$ cat src/rtl/timer_pwm_block_pkg.sv
// Shared constants and configuration struct for the timer/PWM peripheral.
// Register addresses, data width and the packed config bundle.
package timer_pwm_block_pkg;

    localparam int DW = 16;
    localparam int AW = 2;

    localparam logic [AW-1:0] ADDR_MAX  = 2'd0;
    localparam logic [AW-1:0] ADDR_PWM  = 2'd1;
    localparam logic [AW-1:0] ADDR_STOP = 2'd2;

    typedef struct packed {
        logic [DW-1:0] max_count;
        logic [DW-1:0] pwm_count;
        logic [DW-1:0] stop_count;
    } cfg_t;

endpackage

$ cat src/rtl/timer_pwm_block_regs.sv
// Register file for period, duty and run length; one-cycle write latency.
// No backpressure: a write is accepted at every edge with iWe high.
module timer_pwm_block_regs
    import timer_pwm_block_pkg::*;
(
    input  logic          iCLK,
    input  logic          iRSTn,
    input  logic [AW-1:0] iAddr,
    input  logic          iWe,
    input  logic [DW-1:0] iWdata,
    output cfg_t          cfg
);

    cfg_t cfg_d, cfg_q;

    always_comb begin
        cfg_d = cfg_q;
        if (iWe) begin
            case (iAddr)
                ADDR_MAX:  cfg_d.max_count  = iWdata;
                ADDR_PWM:  cfg_d.pwm_count  = iWdata;
                ADDR_STOP: cfg_d.stop_count = iWdata;
                default:   cfg_d = cfg_q;
            endcase
        end
    end

    always_ff @(posedge iCLK) begin
        if (!iRSTn) begin
            cfg_q <= '0;
        end else begin
            cfg_q <= cfg_d;
        end
    end

    assign cfg = cfg_q;

endmodule

$ cat src/rtl/timer_pwm_block.sv
// Timer/PWM generator: counts periods of max_count+1 cycles after a start pulse.
// Outputs decode registered state only (valid the cycle after start); no backpressure.
module timer_pwm_block
    import timer_pwm_block_pkg::*;
(
    input  logic          iCLK,
    input  logic          iRSTn,
    input  logic [AW-1:0] iAddr,
    input  logic          iWe,
    input  logic [DW-1:0] iWdata,
    input  logic          iStart,
    output logic          oPWM,
    output logic          oTimer_End
);

    cfg_t          cfg;
    logic          run_d, run_q;
    logic [DW-1:0] cnt_d, cnt_q;
    logic [DW-1:0] pcnt_d, pcnt_q;
    logic          period_end;
    logic          last_period;

    timer_pwm_block_regs u_regs (
        .iCLK   (iCLK),
        .iRSTn  (iRSTn),
        .iAddr  (iAddr),
        .iWe    (iWe),
        .iWdata (iWdata),
        .cfg    (cfg)
    );

    assign period_end  = (cnt_q == cfg.max_count);
    assign last_period = (cfg.stop_count != '0) && (pcnt_q == cfg.stop_count - DW'(1));

    always_comb begin
        run_d  = run_q;
        cnt_d  = cnt_q;
        pcnt_d = pcnt_q;
        // A start request overrides any period-end or stop decision.
        if (iStart) begin
            run_d  = 1'b1;
            cnt_d  = '0;
            pcnt_d = '0;
        end else if (run_q) begin
            if (period_end) begin
                cnt_d  = '0;
                if (last_period) begin
                    run_d  = 1'b0;
                    pcnt_d = '0;
                end else begin
                    pcnt_d = pcnt_q + DW'(1);
                end
            end else begin
                cnt_d = cnt_q + DW'(1);
            end
        end
    end

    always_ff @(posedge iCLK) begin
        if (!iRSTn) begin
            run_q  <= 1'b0;
            cnt_q  <= '0;
            pcnt_q <= '0;
        end else begin
            run_q  <= run_d;
            cnt_q  <= cnt_d;
            pcnt_q <= pcnt_d;
        end
    end

    assign oPWM       = run_q && (cnt_q < cfg.pwm_count);
    assign oTimer_End = run_q && period_end;

endmodule

$ cat config.mk
export PLATFORM = sky130hd
export DESIGN_NAME = timer_pwm_block
export DESIGN_NICKNAME = d
export VERILOG_FILES = /design/src/rtl/timer_pwm_block_pkg.sv /design/src/rtl/timer_pwm_block_regs.sv /design/src/rtl/timer_pwm_block.sv
export SDC_FILE = /design/constraint.sdc
export NUM_CORES = 1
export LEC_CHECK = 0
export ABC_AREA = 1
export BUFFER_PORTS_ARGS = -buffer_cell sky130_fd_sc_hd__buf_2
export CAP_MARGIN = 10
export CORE_ASPECT_RATIO = 1.75
export CORE_MARGIN = 3
export CORE_UTILIZATION = 54
export CTS_CLUSTER_SIZE = 40
export DETAILED_ROUTE_END_ITERATION = 10
export GPL_TIMING_DRIVEN = 0
export PLACE_DENSITY = 0.71
export REMOVE_ABC_BUFFERS = 1
export SETUP_SLACK_MARGIN = 0.5
export SYNTH_ARGS = -nofsm -noshare
export SYNTH_HDL_FRONTEND = slang
export SYNTH_HIERARCHICAL = 1
export SYNTH_SLANG_ARGS = --single-unit
$ cat constraint.sdc
create_clock -name iCLK -period 3.3 [get_ports iCLK]
set_input_delay 0.165 -clock iCLK [delete_from_list [all_inputs] [get_ports iCLK]]
set_output_delay 0.165 -clock iCLK [all_outputs]
set_load 0.02 [all_outputs]
==> results.cfg <==
[placement]
globalplace.congestion = 0.889
io_buffers = 23
dp_hpwl_um = 8710

[sta]
worst_hold_slack_ps = 83.6
period_minus_slack_ps = 2240
tightest_slew_ps = 924
maxClockFrequency_ghz = 0.446
grt_setup_unrepaired = no
finalSetupTns_ps = 0
setup_viol = 0
timing.slew.headroom_pct = 38.4
clock_skew_ps = 6.55
final-hold-violation-count = 0
timing.final.max_slew_violations = 0
post_route_fraction_of_the_period_consumed_by_the_critical_path_pct = 67.9

[setup_path]
cp_data_arrival_time_ps = 2080
crit_required_ps = 3130
worstSetupPathType = register to output pin
critPathLaunchType = register
timing.critical_path.to_type = output pin
r2r_cells = 13
r2r_slack_ps = 1070
critPathMaxFanout = 5

[detailed_routing]
detailedRoute.firstPassIterationCount = 5
avgRoutedWirePerCell_um = 12.1
detailedRoute.firstIterationViolations = 294
ant_nets = 0
route.vias.total = 4707
vias_per_cell = 4.91
detail_route.drc_violations = 0
postRouteWirelength_um = 11600

[cts]
cts_repair_resized_insts = 0
clk-insertion-delay-late_ps = 340
cts_tree = built
cts.reportedPaths.clkPinSlew_ps = 60
cts-root-to-sink-buffers = 2
clock_sinks = 81
cts_hold_buffers = 0
cts.htree.levels = 3
cts_setup_buffers = 0
cts-root-buf = sky130_fd_sc_hd__clkbuf_16
cts_inserted_buffers = 9

[worst_hold_path]
worst_hold_path_type = primary input to register
hold_path_depth = 3

[die]
coreArea_um2 = 9090
die_h_um = 134
die_width_um = 79.3
start_util_pct = 55.8
die-area_um2 = 10600
fp-row-count = 46
ioPinCount = 24

[finish]
layout.nets = 875
areaGrowthSynthToFinish_pct = 9.33
antenna_cells = 0
proportion_of_layout_cells_with_a_drive_suffix_above_1_pct = 8.23

[yosys]
synthTopCellsByArea = sky130_fd_sc_hd__dfxtp_1 (32%), sky130_fd_sc_hd__nand2_1 (17%), sky130_fd_sc_hd__inv_1 (11%), sky130_fd_sc_hd__nor2_1 (10%), sky130_fd_sc_hd__ha_1 (4.7%)
post_synth_num_cell_types = 34
synth_edf_count = 0
synth_warnings = 6
synth_top_cell_by_area = sky130_fd_sc_hd__dfxtp_1
synth.ff_latch_count = 81
yosys-top-cells-count = sky130_fd_sc_hd__nand2_1 (231), sky130_fd_sc_hd__inv_1 (146), sky130_fd_sc_hd__nor2_1 (141), sky130_fd_sc_hd__dfxtp_1 (81), sky130_fd_sc_hd__nand3_1 (46)
post_synth.cell_area_avg_um2 = 6.18
post_synth_instance_area_um2 = 5070
synth-seq-area-share_pct = 32.0
synth_flop_cell = sky130_fd_sc_hd__dfxtp_1
fraction_of_synthesized_cell_area_taken_by_the_top_area_cell_type_pct = 32.0
synth.most_common_cell = sky130_fd_sc_hd__nand2_1
synthCells = 820
synthArstFlopShare_pct = 0

[global_route]
number_of_antenna_violations_at_the_first_check_in_global_routing = 0
maximum_number_of_pins_on_one_net_before_global_route_repair = 50
grt_util_all_layers_pct = 23.4
first_global_vias = 4623
global_route.overflow_total = 0
wire_length_of_the_first_global_routing_pass_um = 19800

[power_and_ir_drop]
vdd_drop_max_mv = 0.353
leakage_power_summed_over_all_cells_nw = 2.77
power.density_nw_per_um2 = 453

[job]
maxCapViolations = 0

[run_status]
status = finished, final reports clean
## routing by layer
layer	global-route usage (%)	wire, µm
met5	0	0
met2	44.0	6200
met4	11.9	465
met3	3.70	329
met1	24.2	4560
## through the flow
step	instances	power (W)	cell area, µm²	utilization [%]	setup slack [ps]
after floorplan	799	0.00131	4930	-	1460
after global placement	942	0.00141	5200	57.2	775
after detailed placement	943	0.00142	5210	57.3	745
after CTS	958	0.00253	5540	61.0	1030
after global routing	958	0.00263	5540	61.0	825
final	958	0.00251	5540	61.0	1060
## worst max-delay path, cell delays in order (launching register included)
cell and delay (ps):
sky130_fd_sc_hd__dfxtp_1 410, sky130_fd_sc_hd__ha_1 270, sky130_fd_sc_hd__a21oi_1 130, sky130_fd_sc_hd__o21ai_0 100, sky130_fd_sc_hd__nand3_1 80, sky130_fd_sc_hd__a21oi_1 100, sky130_fd_sc_hd__o21ai_0 160, sky130_fd_sc_hd__nand4_1 170
sky130_fd_sc_hd__nor2_1 130, sky130_fd_sc_hd__buf_2 180
## logic make-up (layout without fill, tap and decap cells)
family	Yosys count	count (layout)	synth area share, %
flip-flops	81	81	32.0
AO/OA/AOI/OAI	54	54	5.70
XOR/XNOR	22	22	3.80
buffers and inverters	174	192	14.0
adder cells (fa/ha/maj)	19	19	4.69
AND/OR/NAND/NOR	470	470	39.8
## power breakdown
group | total (W) | switching [W] | internal, W
sequential | 0.00104 | 0.0000299 | 0.00101
clock | 0.00111 | 0.000387 | 0.000721
combinational | 0.000364 | 0.000241 | 0.000122
## registers in the layout (all words and copies together), names as in the netlist
register	count
u_regs/cfg	48
pcnt_q	16
run_q	1
cnt_q	16
## cell type report
type | count | area [µm²]
Fill cell | 899 | 3550
Multi-Input combinational cell | 565 | 2740
Sequential cell | 81 | 1620
Inverter | 153 | 574
Clock buffer | 13 | 270
Tap cell | 120 | 150
Timing Repair Buffer | 24 | 130
Clock inverter | 2 | 60.1
## worst paths after layout
check	endpoint	start
setup / recovery	oPWM	cnt_q[3]$_SDFFE_PP0P_
hold / removal	run_q$_SDFF_PN0_	iStart
setup reg to reg	pcnt_q[13]$_SDFFE_PP0P_	u_regs/cfg[0]$_SDFFE_PN0P_
hold reg to reg	u_regs/cfg[36]$_SDFFE_PN0P_	u_regs/cfg[36]$_SDFFE_PN0P_
## placed cells by master (no fill, tap or decap), types with 2 or more instances in the layout
cell                        netlist  layout
sky130_fd_sc_hd__clkbuf_8         0       3
sky130_fd_sc_hd__nand3b_1         2       2
sky130_fd_sc_hd__nand4_1         10      10
sky130_fd_sc_hd__o21ai_1          5       5
sky130_fd_sc_hd__nor3_2           3       3
sky130_fd_sc_hd__nand2_1        231     231
sky130_fd_sc_hd__ha_1            19      19
sky130_fd_sc_hd__a211oi_1         3       3
sky130_fd_sc_hd__inv_2            7       7
sky130_fd_sc_hd__clkbuf_16        0       9
sky130_fd_sc_hd__xor2_1          15      15
sky130_fd_sc_hd__nor3_1          13      13
sky130_fd_sc_hd__nand3_1         46      46
sky130_fd_sc_hd__a21oi_1         30      30
sky130_fd_sc_hd__nor2_1         141     141
sky130_fd_sc_hd__nand2_2          3       3
sky130_fd_sc_hd__o21ai_0         12      12
sky130_fd_sc_hd__nor2_4           2       2
sky130_fd_sc_hd__nor2_2          10      10
sky130_fd_sc_hd__inv_1          146     146
sky130_fd_sc_hd__nand3_4          3       3
sky130_fd_sc_hd__o21bai_1         2       2
sky130_fd_sc_hd__bufinv_16        0       2
sky130_fd_sc_hd__buf_2           11      23
sky130_fd_sc_hd__dfxtp_1         81      81
sky130_fd_sc_hd__xnor2_1          7       7
Power figures use the tool's default switching activity.
